$ cat src/rtl/sram_arbiter.sv
// sram_arbiter: shares one 32-bit asynchronous SRAM bank between an instruction-fetch
// port (m0) and a data port (m1). Every SRAM pin is driven straight from a register.
module sram_arbiter #(
   parameter int unsigned READ_WAIT  = 1,
   parameter int unsigned WRITE_WAIT = 0,
   parameter int unsigned FIXED_PRIO = 0
) (
   input  logic        clk,
   input  logic        rst_n,
   input  logic        m0_req,
   input  logic        m0_we,
   input  logic [19:0] m0_addr,
   input  logic [3:0]  m0_be,
   input  logic [31:0] m0_wdata,
   output logic [31:0] m0_rdata,
   output logic        m0_ack,
   input  logic        m1_req,
   input  logic        m1_we,
   input  logic [19:0] m1_addr,
   input  logic [3:0]  m1_be,
   input  logic [31:0] m1_wdata,
   output logic [31:0] m1_rdata,
   output logic        m1_ack,
   output logic [19:0] sram_addr,
   output logic [31:0] sram_dq_o,
   input  logic [31:0] sram_dq_i,
   output logic        sram_dq_oe,
   output logic        sram_ce_n,
   output logic        sram_oe_n,
   output logic        sram_we_n,
   output logic [3:0]  sram_be_n
);

   localparam int unsigned BW = 4;
   localparam int unsigned CW = 4;

   typedef enum logic [2:0] {
      S_IDLE   = 3'd0,
      S_READ   = 3'd1,
      S_WSETUP = 3'd2,
      S_WPULSE = 3'd3,
      S_WHOLD  = 3'd4,
      S_DONE   = 3'd5
   } state_t;

   state_t        state_q, state_d;
   logic [CW-1:0] cnt_q, cnt_d;
   logic          any_req, sel, sel_we;
   logic          grant_q, last_grant_q;
   logic [BW-1:0] be_q, cur_be;
   logic          ce_n_d, oe_n_d, we_n_d, dq_oe_d, m0_ack_d, m1_ack_d;
   logic [BW-1:0] be_n_d;

   // Arbitration: single requester wins; on contention fixed priority or alternate.
   always_comb begin
      any_req = m0_req | m1_req;
      sel     = m1_req;
      if (m0_req && m1_req) begin
         sel = (FIXED_PRIO != 0) ? 1'b1 : ~last_grant_q;
      end
      sel_we = sel ? m1_we : m0_we;
      cur_be = (state_q == S_IDLE) ? (sel ? m1_be : m0_be) : be_q;
   end

   // Next state and wait counter; the counter is loaded on entry and counts to zero.
   always_comb begin
      state_d = state_q;
      cnt_d   = cnt_q;
      case (state_q)
         S_IDLE: begin
            if (any_req) begin
               if (sel_we) begin
                  state_d = S_WSETUP;
                  cnt_d   = '0;
               end else begin
                  state_d = S_READ;
                  cnt_d   = CW'(READ_WAIT);
               end
            end
         end
         S_READ: begin
            if (cnt_q == '0) state_d = S_DONE;
            else             cnt_d   = cnt_q - CW'(1);
         end
         S_WSETUP: begin
            state_d = S_WPULSE;
            cnt_d   = CW'(WRITE_WAIT);
         end
         S_WPULSE: begin
            if (cnt_q == '0) state_d = S_WHOLD;
            else             cnt_d   = cnt_q - CW'(1);
         end
         S_WHOLD: state_d = S_DONE;
         S_DONE:  state_d = S_IDLE;
         default: state_d = S_IDLE;
      endcase
   end

   // Output decode from the upcoming state so the pins register in step with it.
   always_comb begin
      ce_n_d   = 1'b1;
      oe_n_d   = 1'b1;
      we_n_d   = 1'b1;
      be_n_d   = '1;
      dq_oe_d  = 1'b0;
      m0_ack_d = 1'b0;
      m1_ack_d = 1'b0;
      case (state_d)
         S_READ: begin
            ce_n_d = 1'b0;
            oe_n_d = 1'b0;
            be_n_d = ~cur_be;
         end
         S_WSETUP, S_WHOLD: begin
            ce_n_d  = 1'b0;
            dq_oe_d = 1'b1;
            be_n_d  = ~cur_be;
         end
         S_WPULSE: begin
            ce_n_d  = 1'b0;
            we_n_d  = 1'b0;
            dq_oe_d = 1'b1;
            be_n_d  = ~cur_be;
         end
         S_DONE: begin
            m0_ack_d = ~grant_q;
            m1_ack_d = grant_q;
         end
         default: ;
      endcase
   end

   // State register and registered SRAM controls / acks.
   always_ff @(posedge clk or negedge rst_n) begin
      if (!rst_n) begin
         state_q    <= S_IDLE;
         cnt_q      <= '0;
         sram_ce_n  <= 1'b1;
         sram_oe_n  <= 1'b1;
         sram_we_n  <= 1'b1;
         sram_be_n  <= '1;
         sram_dq_oe <= 1'b0;
         m0_ack     <= 1'b0;
         m1_ack     <= 1'b0;
      end else begin
         state_q    <= state_d;
         cnt_q      <= cnt_d;
         sram_ce_n  <= ce_n_d;
         sram_oe_n  <= oe_n_d;
         sram_we_n  <= we_n_d;
         sram_be_n  <= be_n_d;
         sram_dq_oe <= dq_oe_d;
         m0_ack     <= m0_ack_d;
         m1_ack     <= m1_ack_d;
      end
   end

   // Transaction latch at grant time, and read data capture on the last READ edge.
   always_ff @(posedge clk or negedge rst_n) begin
      if (!rst_n) begin
         grant_q      <= 1'b0;
         last_grant_q <= 1'b1;
         be_q         <= '0;
         sram_addr    <= '0;
         sram_dq_o    <= '0;
         m0_rdata     <= '0;
         m1_rdata     <= '0;
      end else begin
         if (state_q == S_IDLE && any_req) begin
            grant_q      <= sel;
            last_grant_q <= sel;
            be_q         <= sel ? m1_be : m0_be;
            sram_addr    <= sel ? m1_addr : m0_addr;
            sram_dq_o    <= sel ? m1_wdata : m0_wdata;
         end
         if (state_q == S_READ && cnt_q == '0) begin
            if (grant_q) m1_rdata <= sram_dq_i;
            else         m0_rdata <= sram_dq_i;
         end
      end
   end

endmodule
$ cat config.mk
export PLATFORM = sky130hd
export DESIGN_NAME = sram_arbiter
export DESIGN_NICKNAME = d
export VERILOG_FILES = /design/src/rtl/sram_arbiter.sv
export SDC_FILE = /design/constraint.sdc
export NUM_CORES = 1
export LEC_CHECK = 0
export CAP_MARGIN = 25
export CORE_MARGIN = 2
export CORE_UTILIZATION = 40
export DETAILED_ROUTE_END_ITERATION = 10
export PLACE_DENSITY = 0.81
export SETUP_SLACK_MARGIN = 0.1
export SYNTH_ARGS = -nofsm -noshare
export SYNTH_HDL_FRONTEND = slang
export SYNTH_SLANG_ARGS = --single-unit
$ cat constraint.sdc
create_clock -name clk -period 3.55 [get_ports clk]
set_clock_uncertainty 0.1 [all_clocks]
set_input_delay 0.5325 -clock clk [delete_from_list [all_inputs] [get_ports clk]]
set_output_delay 0.5325 -clock clk [all_outputs]
set_load 0.1 [all_outputs]
# --- After elaboration in Yosys (flattened, before gate mapping) ---
# Cells that the tools add are included.
classes:
  add_sub_neg: 1
  eq_ne: 11
  muxes: 22
  bitwise_logic: 4
  reduce_logical: 12
ops:
  columns: ["cell", "n"]
  rows:
  - ["$mux W32", 1]
  - ["$mux W20", 1]
  - ["$mux W4", 5]
  - ["$pmux W3 S5", 1]
  - ["$eq A3 B2 Y1 const B", 4]
  - ["$pmux W4 S3", 1]
  - ["$eq A3 B3 Y1 const B", 3]
  - ["$mux W1", 9]
  - ["$mux W3", 3]
  - ["$eq A3 B1 Y1 const B", 2]
  - ["$logic_not A4 Y1", 1]
  - ["$ne A2 B2 Y1 const B", 2]
  - ["$not A4 Y4", 1]
  - ["$reduce_and A2 Y1", 2]
  - ["$reduce_or A4 Y1", 1]
  - ["$sub A4 B1 Y4 const B", 1]
  - ["$logic_and A1 B1 Y1", 3]
  - ["$logic_not A3 Y1", 1]
  - ["$reduce_and A3 Y1", 1]
  - ["$reduce_bool A3 Y1", 1]
  - ["$reduce_or A3 Y1", 1]
  - ["$mux W2", 1]
  - ["$not A1 Y1", 2]
  - ["$reduce_or A2 Y1", 1]
  - ["$or A1 B1 Y1", 1]
word_totals:
  register_bits: 139
  in_bits: 150

# --- Longest topological paths before layout ---
# Gate-level depths: netlist of run 1.
logic_depth:
  depth_word: 9
  mapped_depth: 8

# --- Worst setup path after synthesis of run 1 ---
# OpenSTA, ideal clock, no wires.
synth_path:
  path_type: "flip-flop to flip-flop"
  from: "register cnt_q[0]"
  to: "register m0_rdata[10]"
  setup_time_ns: 0.125
  arrival_time_ns: 1.705
  slack_ns: 1.619
  stages_incl_launch_ff: 9
  path_buffers: 2
  synth_period_minus_slack_ns: 1.931
  cell_sequence: "dfrtp_1 -> inv_1 -> ha_1 -> nor4bb_4 -> buf_6 -> nand2_4 -> nor2_8 -> buf_6 -> mux2_2"
synth_between:
  elab_chain_len: 3
synth_rtl:
  columns: ["element", "line_no", "text"]
  rows:
  - ["start: declaration", "47", "logic [CW-1:0] cnt_q, cnt_d;"]
  - ["start signal: assignment", "147", "cnt_q <= cnt_d;"]
  - ["$logic_not A4 Y1", "176", "if (state_q == S_READ && cnt_q == '0) begin"]
  - ["$logic_and A1 B1 Y1", "176", null]
  - ["$reduce_and A2 Y1 (no line)", null, null]
  - ["end signal: assignment", "178", "else m0_rdata <= sram_dq_i;"]
  - ["end: declaration", "15", "output logic [31:0] m0_rdata,"]
# Every way passes these cells.
# A chain may end at the register's enable or synchronous reset.

# --- Final worst setup path of run 1 ---
layout_path:
  from: "register cnt_q[0]"
  to: "register m1_rdata[22]"
layout_between:
  elab_chain_len: 3
layout_rtl:
  columns: ["element", "line_no", "text"]
  rows:
  - ["$logic_not A4 Y1", "176", null]
  - ["$logic_and A1 B1 Y1", "176", null]
  - ["$reduce_and A2 Y1 (no line)", null, null]
  - ["end signal: assignment", "177", "if (grant_q) m1_rdata <= sram_dq_i;"]
  - ["end: declaration", "22", "output logic [31:0] m1_rdata,"]
# Every way passes these cells.

==> results of run 1 <==
-- cell usage after synthesis (2+ instances only) --
| master | n |
|---|---|
| xnor2_1 | 2 |
| a22o_1 | 3 |
| ha_1 | 2 |
| mux2_1 | 2 |
| mux2_2 | 33 |
| nor2_1 | 4 |
| dfrtp_1 | 131 |
| buf_4 | 4 |
| a21oi_1 | 3 |
| mux2_4 | 30 |
| dfstp_2 | 8 |
| nor3_1 | 3 |
| inv_1 | 5 |
| nor4_1 | 3 |
| clkbuf_1 | 12 |
| buf_6 | 9 |
| and2_1 | 2 |
| o21ai_0 | 62 |
| buf_2 | 5 |
| mux2i_1 | 57 |
| o211ai_1 | 4 |
| or3_1 | 2 |
| nand2_1 | 62 |
-- final timing paths --
check,start,end,slack [ns],depth (start not counted)
min in group clk,be_q[2]$_DFFE_PN0P_,sram_be_n[2]$_DFF_PN1_,0.36,1
max in group asynchronous,rst_n,sram_be_n[2]$_DFF_PN1_,2.49,2
worst min-delay path,rst_n,m1_rdata[7]$_DFFE_PN0P_,0.05,1
worst max register to register,cnt_q[0]$_DFFE_PN0P_,m1_rdata[22]$_DFFE_PN0P_,0.80,5
worst min register to register,be_q[2]$_DFFE_PN0P_,sram_be_n[2]$_DFF_PN1_,0.36,1
worst max-delay path,cnt_q[0]$_DFFE_PN0P_,m1_rdata[22]$_DFFE_PN0P_,0.80,5
-- state kept, by name, summed over array words and instances (netlist names) --
signal	count
m0_ack	1
m1_rdata	32
sram_dq_o	32
sram_we_n	1
state_q	3
cnt_q	4
m0_rdata	32
sram_oe_n	1
m1_ack	1
be_q	4
sram_dq_oe	1
grant_q	1
sram_ce_n	1
sram_be_n	4
sram_addr	20
last_grant_q	1
-- layer usage --
| metal | vias to the layer above | track usage (%) |
|---|---|---|
| met1 | 2224 | 23.86 |
| met4 | 0 | 7.111 |
| met2 | 213 | 35.04 |
| li1 | 2158 | - |
| met5 | - | 0 |
| met3 | 18 | 5.694 |
-- final cells by class --
class / count / area [sq um]
inverters: 5 / 18.77
clock inverters: 9 / 110.1
multi-input cells: 290 / 2330
fillers: 1072 / 5140
clock buffers: 23 / 488.0
well taps: 184 / 230.2
flip-flops and latches: 139 / 3488
repair buffers: 283 / 2839
-- metrics by stage --
| step | cell area (sq um) | hold slack (ns) | utilization, % | instances | worst slack, ns |
|---|---|---|---|---|---|
| finish | 9504 | 0.05421 | 64.90 | 933 | 0.7951 |
| global route | 9504 | 0.08921 | 64.90 | 933 | 0.6689 |
| CTS | 9504 | 0.07431 | 64.90 | 933 | 0.8294 |
| detailed placement | 8906 | 0.3444 | 60.82 | 901 | 0.8431 |
| global placement | 8906 | 0.3326 | 60.82 | 901 | 0.8867 |
| floorplan | 6020 | 0.1369 | - | 464 | 1.619 |
-- kinds of logic (layout without fill, tap and decap cells) --
family / count (synthesis) / count (layout)
flip-flops: 139 / 139
multiplexers: 122 / 122
AND/OR/NAND/NOR: 87 / 87
AO/OA/AOI/OAI: 77 / 77
buffers and inverters: 35 / 320
adder cells (fa/ha/maj): 2 / 2
XOR/XNOR: 2 / 2
-- worst register-to-register path, stage by stage, from the launching register on --
cell      delay, ns
dfrtp_1        0.41
inv_1          0.10
ha_1           0.17
nor4bb_4       0.67
nand3_4        0.67
mux2_4         0.53
==> key figures, run 1 <==
Logic synthesis
  – Multiplexer share of the synthesized area: 23.51%
  – Ys async rst share: 100.0%
  – Post-synth EDFFs: 0
  – Unique masters post-synth: 39
  – Predominant post-synthesis flop cell: dfrtp_1
  – Yosys warns: 0
  – Synthesized area: ~6000 sq um
  – Cells after Synth: 464
  – Largest area contributor in the netlist: dfrtp_1
  – Synth Area in Adders: 0.4157%
  – Most area-consuming cells after synthesis: dfrtp_1, mux2i_1, mux2_4
  – Compound-Gate Fraction of Synth Area: under 10%
  – Syn nets: 616
  – Seq/Total Area, Yosys: just under 60%
  – Post-synthesis xor/xnor area fraction: less than 1%
  – Syn Area/Cell: around 13 sq um
  – Synth Register Bits: 139
  – Post-synth top area share: 54.46%
  – Main combinational cell family by area after synthesis: multiplexers
  – Post-synthesis simple-gate area fraction: 7.233%

Global route
  – Largest net degree at the start of global routing: 80
  – Overall routing resource usage: around a fifth
  – Number of global-route vias before repair: 4873
  – First-pass GRT wire length: 25210 um
  – Initial antenna violation count: 0
  – GRT Residual Overflow: 0

Placed design
  – IO buf count: roughly 280
  – GPL Wtd Cong: 0.7903
  – Hpwl dp: 11730 um

Floorplanning
  – Initial core utilization: 41.11%
  – Die height: 126.7 um
  – Die footprint: about 16000 sq um
  – Die width: 126.7 um
  – # IOs: 276
  – Core box area: 14640 sq um
  – FP Rows: between 40 and 50

Drt
  – Met3 WL: ~1200 um
  – Met2 routed WL: 7863 um
  – Final ANT Viol Nets: 0
  – Initial DRC Count: 184
  – Vias: about 4600
  – Number of detailed-route iterations in the first pass: 4
  – Post-Route M1 WL: 6463 um
  – Final WL: 15790 um
  – DRC: 0
  – WL per Instance: 16.93 um
  – Max layer used: met4
  – Vias per cell: 4.944

Timing
  – Worst Max-Slew Pin Slew: roughly 1.0 ns
  – Pins Over Slew Limit: 0
  – RSZ-0062 raised after global routing: no
  – Period utilisation layout: 77.60%
  – Max Clk Rate: 363.0 MHz
  – Finish-stage setup viols: 0
  – Max transition margin: 30.78%
  – Final Hold Fails: 0
  – Setup TNS Final: 0 ns
  – Period minus WS final: ~2.8 ns

Clock network
  – CTS buffer count: 17
  – Clock Latency Late Sink: 0.41 ns
  – Setup bufs post-CTS: 0
  – Root Driver: clkbuf_16
  – Clock transition at the registers of the reported paths: 0.06 ns
  – Sink Count: 139
  – CTS Hold Bufs: 0
  – # resized after CTS: 0
  – CTS Buffer Depth: 2
  – CTS tree: built
  – H-tree Lvls: 4

Setup path
  – Worst path max stage delay: between 0.6 and 0.7 ns
  – Worst path slowest cell: nor4bb_4
  – CP Data Arrival Time: between 2 and 3 ns
  – Worst setup SP type: register
  – Worst Setup End Kind: register
  – Cell family with most CP delay: simple AND/OR/NAND/NOR gates
  – Worst EP required: 3.74 ns
  – CP Max Fanout: 32
  – Kind of critical path: register to register
  – Critical path, cell by cell: inv_1 -> ha_1 -> nor4bb_4 -> nand3_4 -> mux2_4
  – Buf/Inv on CP: 1

Cells and area
  – Share of cells above drive strength 1: 15.89%
  – Layout area overhead: 57.89%
  – Final net count: ~890
  – Commonest non-fill, non-tap cell in the layout: clkdlybuf4s50_1
  – Antenna cells: 0
  – Commonest cells after routing, fill and taps aside: clkdlybuf4s50_1, dfrtp_1, o21ai_0, nand2_1, mux2i_1

Outcome
  – Status: completed

Hold path
  – Hold Crit Class: primary input to async pin

Job
  – Max cap viols: 0
Power of run 1 is not shown: default switching activity piles up to over one toggle a cycle in this logic, so the estimate is an artifact.
==> run 2, diff against run 1 <==
CORE_UTILIZATION = 38   (was 40)
PLACE_DENSITY = 0.8   (was 0.81)
clock period = 2.49 ns   (was 3.55 ns; I/O delays follow)
==> run 2 against run 1 <==
Via count grew 1.0%. Routed wire length grew 1.1%. Register-to-register slack lost 0.53 ns. Setup slack lost 0.53 ns. Clock-buffer cell count shrank 3. Core utilization shrank 5.4 points. Sequential cell count is the same. Sequential share of layout area grew 0.75 points. Design area shrank 2.0%.
==> key figures, run 2 (synthesis gave the netlist of run 1 again) <==
Global route
  – Initial antenna violation count: 0 (unchanged)
  – Overall routing resource usage: 19.01% (-1.1 points)
  – Largest net degree at the start of global routing: 119 (+49%)
  – Number of global-route vias before repair: 4831 (-0.86%)
  – GRT Residual Overflow: 0 (unchanged)
  – First-pass GRT wire length: 24610 um (-2.4%)

Setup path
  – CP Max Fanout: 32 (unchanged)
  – R2R setup slack: 0.27 ns (-0.53 ns)
  – Reg2reg path depth: 7 (+2)
  – Worst setup SP type: register
  – Worst EP required: 2.68 ns (-1.06 ns)
  – R2r startpoint: cnt_q[0]$_DFFE_PN0P_
  – CP Data Arrival Time: 2.42 ns (-0.52 ns)
  – Kind of critical path: register to register
  – FF-to-FF End: m0_rdata[0]$_DFFE_PN0P_
  – Worst Setup End Kind: register

Timing
  – Period minus WS final: 2.225 ns (-0.5300 ns)
  – Max transition margin: 60.03% (+29 points)
  – Final Hold Fails: 0 (unchanged)
  – RSZ-0062 raised after global routing: no
  – Pins Over Slew Limit: 0 (unchanged)
  – WHS: 0.3115 ns (+0.2573 ns)
  – Setup TNS Final: 0 ns (unchanged)
  – Max Clk Rate: 449.5 MHz (+24%)
  – Worst Max-Slew Pin Slew: 0.5996 ns (-0.4355 ns)
  – Period utilisation layout: 89.35% (+12 points)
  – Finish-stage setup viols: 0 (unchanged)

Floorplanning
  – Die height: 129.9 um (+2.5%)
  – Initial core utilization: 38.45% (-2.7 points)
  – # IOs: 276 (unchanged)
  – Core box area: 15660 sq um (+6.9%)
  – Die width: 129.9 um (+2.5%)
  – Die footprint: 16860 sq um (+5.1%)
  – FP Rows: 46 (+4.5%)

Outcome
  – Status: completed

Clock network
  – H-tree Lvls: 4 (unchanged)
  – Sink Count: 139 (unchanged)
  – Clock transition at the registers of the reported paths: 0.06 ns (about the same)
  – CTS Buffer Depth: 2 (unchanged)
  – CTS Hold Bufs: 1 (+1)
  – # resized after CTS: 0 (unchanged)
  – Root Driver: clkbuf_16
  – CTS tree: built
  – Setup bufs post-CTS: 0 (unchanged)
  – Clock Latency Late Sink: 0.41 ns (about the same)
  – CTS buffer count: 17 (unchanged)

Drt
  – Final WL: 15960 um (+1.1%)
  – Initial DRC Count: 154 (-16%)
  – Final ANT Viol Nets: 0 (unchanged)
  – WL per Instance: 16.39 um (-3.2%)
  – Vias per cell: 4.785 (-3.2%)
  – Vias: 4661 (+1.0%)
  – Number of detailed-route iterations in the first pass: 4 (unchanged)
  – DRC: 0 (unchanged)

Cells and area
  – Fillers: 1211 (+13%)
  – Commonest non-fill, non-tap cell in the layout: clkdlybuf4s50_1
  – Share of cells above drive strength 1: 33.38% (+17 points)
  – Multi-input gate area: 2330 sq um (unchanged)
  – Utilization after layout: 59.49% (-5.4 points)
  – Final instance area: 9314 sq um (-2.0%)
  – Antenna cells: 0 (unchanged)
  – Layout area overhead: 54.73%
  – Largest registers in the final layout: m0_rdata (32), m1_rdata (32), sram_dq_o (32)
  – Final net count: 898 (+1.1%)
  – Sequential cell area: 3488 sq um (unchanged)
  – Commonest cells after routing, fill and taps aside: clkdlybuf4s50_1, buf_4, dfrtp_1

Placed design
  – DP Area: 8736 sq um (-1.9%)
  – Hpwl dp: 11930 um (+1.7%)
  – GPL Wtd Cong: 0.8181 (+3.5%)
  – IO buf count: 275 (unchanged)

Job
  – Max cap viols: 0 (unchanged)

Hold path
  – Hold Crit Class: primary input to async pin
run 2: changes by cell type in the layout (fill, tap and decap cells not counted):
cell / delta
buf_12: +3
buf_4: +132
clkbuf_8: -3
clkdlybuf4s50_1: -126
clkinv_2: +2
clkinv_4: +2
clkinvlp_4: -1
dlygate4sd3_1: +1
inv_6: -1
run 2: worst max path at each step:
stage                               startpoint                   endpoint  slack (ns)  depth (start not counted)
after floorplan           cnt_q[0]$_DFFE_PN0P_   m0_rdata[10]$_DFFE_PN0P_        0.56                          8
after global placement                  m1_req  sram_addr[14]$_DFFE_PN0P_        0.28                          6
after detailed placement                m1_req   sram_addr[6]$_DFFE_PN0P_        0.22                          6
after CTS                 cnt_q[0]$_DFFE_PN0P_    m0_rdata[0]$_DFFE_PN0P_        0.26                          7
after global routing      cnt_q[0]$_DFFE_PN0P_   m0_rdata[20]$_DFFE_PN0P_        0.18                          7
final                     cnt_q[0]$_DFFE_PN0P_    m0_rdata[0]$_DFFE_PN0P_        0.27                          7
run 2: worst max-delay path, stage by stage, from the launching register on:
cell	delay (ns)
dfrtp_1	0.42
inv_1	0.11
ha_1	0.19
nor4bb_4	0.47
nand2_4	0.11
nor2_8	0.11
buf_12	0.21
mux2_2	0.38
run 2: stage by stage:
step | worst slack (ns) | cells
2_1_floorplan | 0.5594 | 464
3_3_place_gp | 0.2763 | 942
3_5_place_dp | 0.2201 | 942
4_1_cts | 0.2556 | 974
5_1_grt | 0.1800 | 974
6_report | 0.2651 | 974
run 2: cell type report:
type	count	area share, %
Clock buffer	20	4.796
Clock inverter	11	1.303
Inverter	5	0.2015
Multi-Input combinational cell	290	25.01
Sequential cell	139	37.45
Tap cell	216	2.902
Timing Repair Buffer	293	28.33
run 2: metal layers:
metal | vias to the layer above | global-route usage [%] | routed length [um]
li1 | 2184 | - | -
met4 | 0 | 7.653 | 351
met5 | - | 0 | 0
met3 | 24 | 5.412 | 1224
met2 | 232 | 32.71 | 7932
met1 | 2221 | 22.50 | 6455
Power of run 2 is left out for the same reason.
==> run 3, diff against run 2 <==
MAX_ROUTING_LAYER = met4   (was not set)
==> run 3 against run 2 <==
Die area stayed put. Maximum frequency shrank 0.43%. Design area unchanged. Core utilization is the same. Global-route usage is 0.61 points higher. Via count rose by 0.11%. Critical path type unchanged. Critical endpoint unchanged.
==> key figures, run 3 (synthesis gave the netlist of run 1 again) <==
Outcome
  – Status: completed

Clock network
  – CTS Buffer Depth: 2 (unchanged)
  – # resized after CTS: 0 (unchanged)
  – Clock Latency Late Sink: 0.41 ns (about the same)
  – Clock transition at the registers of the reported paths: 0.06 ns (about the same)
  – Sink Count: 139 (unchanged)
  – Root Driver: clkbuf_16
  – H-tree Lvls: 4 (unchanged)
  – CTS buffer count: 17 (unchanged)
  – CTS tree: built

Cells and area
  – Commonest cells after routing, fill and taps aside: clkdlybuf4s50_1, buf_4, dfrtp_1
  – Layout area overhead: 54.73% (unchanged)
  – Largest registers in the final layout: m0_rdata (32), m1_rdata (32), sram_dq_o (32)
  – Antenna cells: 0 (unchanged)
  – Share of cells above drive strength 1: 33.38% (unchanged)
  – Utilization after layout: 59.49% (unchanged)
  – Final net count: 898 (unchanged)
  – Commonest non-fill, non-tap cell in the layout: clkdlybuf4s50_1

Drt
  – Vias: 4666 (+0.11%)
  – Final ANT Viol Nets: 0 (unchanged)
  – DRC: 0 (unchanged)
  – WL per Instance: 16.44 um (+0.29%)
  – Number of detailed-route iterations in the first pass: 4 (unchanged)
  – Initial DRC Count: 152 (-1.3%)
  – Vias per cell: 4.791 (+0.11%)
  – Final WL: 16010 um (+0.29%)

Floorplanning
  – Die footprint: 16860 sq um (unchanged)
  – Die height: 129.9 um (unchanged)
  – Die width: 129.9 um (unchanged)
  – Initial core utilization: 38.45% (unchanged)
  – Core box area: 15660 sq um (unchanged)
  – FP Rows: 46 (unchanged)
  – # IOs: 276 (unchanged)

Placed design
  – GPL Wtd Cong: 0.8303 (+1.5%)
  – IO buf count: 275 (unchanged)
  – Hpwl dp: 11930 um (unchanged)

Timing
  – Finish-stage setup viols: 0 (unchanged)
  – Setup TNS Final: 0 ns (unchanged)
  – Final Hold Fails: 0 (unchanged)
  – Max transition margin: 59.78% (-0.25 points)
  – Max Clk Rate: 447.5 MHz (-0.43%)
  – Period minus WS final: 2.235 ns (+0.009702 ns)
  – RSZ-0062 raised after global routing: no
  – Worst Max-Slew Pin Slew: 0.6033 ns (+0.003708 ns)
  – Pins Over Slew Limit: 0 (unchanged)
  – Period utilisation layout: 89.74% (+0.39 points)

Global route
  – Overall routing resource usage: 19.62% (+0.61 points)
  – GRT Residual Overflow: 0 (unchanged)
  – Number of global-route vias before repair: 4819 (-0.25%)
  – First-pass GRT wire length: 24620 um (about the same)
  – Largest net degree at the start of global routing: 119 (unchanged)
  – Initial antenna violation count: 0 (unchanged)

Job
  – Max cap viols: 0 (unchanged)

Setup path
  – Worst setup SP type: register
  – CP Data Arrival Time: 2.43 ns (about the same)
  – CP Max Fanout: 32 (unchanged)
  – R2R setup slack: 0.26 ns (about the same)
  – Worst Setup End Kind: register
  – Worst EP required: 2.68 ns (about the same)
  – Kind of critical path: register to register

Hold path
  – Hold Crit Class: primary input to async pin
[run 3: repair_timing]
item / in CTS / in global routing
hold buffers: 1 / 0
setup buffers: 0 / 0
hold endpoints to repair: 24 / 0
[run 3: layout make-up]
| cell class | count | area [sq um] |
|---|---|---|
| clock buffer | 20 | 446.7 |
| multi-input combinational | 290 | 2330 |
| timing repair buffer | 293 | 2639 |
| fill | 1211 | 6341 |
| sequential | 139 | 3488 |
| inverter | 5 | 18.77 |
| clock inverter | 11 | 121.4 |
| tap | 216 | 270.3 |
[run 3: per-layer routing]
| metal | GRT usage, % | wire length (um) |
|---|---|---|
| met1 | 22.96 | 6574 |
| met2 | 32.74 | 7974 |
| met3 | 4.879 | 1134 |
| met4 | 7.527 | 326 |
| met5 | - | 0 |
[run 3: per-stage QoR]
stage                     hold WS (ns)  setup WS, ns  instance area, sq um  std cells
after detailed placement        0.1572        0.2201                  8736        942
final                           0.3118        0.2554                  9314        974
after global placement          0.1559        0.2763                  8736        942
after global routing            0.3201        0.1937                  9314        974
after CTS                       0.2927        0.2556                  9314        974
after floorplan               -0.02209        0.5594                  6020        464
[run 3: worst paths after layout]
kind / from / end / depth (start not counted)
setup / recovery: cnt_q[0]$_DFFE_PN0P_ / m0_rdata[0]$_DFFE_PN0P_ / 7
hold / removal: rst_n / m0_rdata[16]$_DFFE_PN0P_ / 2
setup reg to reg: cnt_q[0]$_DFFE_PN0P_ / m0_rdata[0]$_DFFE_PN0P_ / 7
hold reg to reg: be_q[1]$_DFFE_PN0P_ / sram_be_n[1]$_DFF_PN1_ / 1
max in group asynchronous: rst_n / sram_dq_o[26]$_DFFE_PN0P_ / 3
min in group clk: be_q[1]$_DFFE_PN0P_ / sram_be_n[1]$_DFF_PN1_ / 1
[run 3: worst max-delay path, cell delays in order (launching register included)]
cell      delay [ns]
dfrtp_1         0.42
inv_1           0.11
ha_1            0.19
nor4bb_4        0.48
nand2_4         0.11
nor2_8          0.11
buf_12          0.22
mux2_2          0.38
Power of run 3 is left out for the same reason.
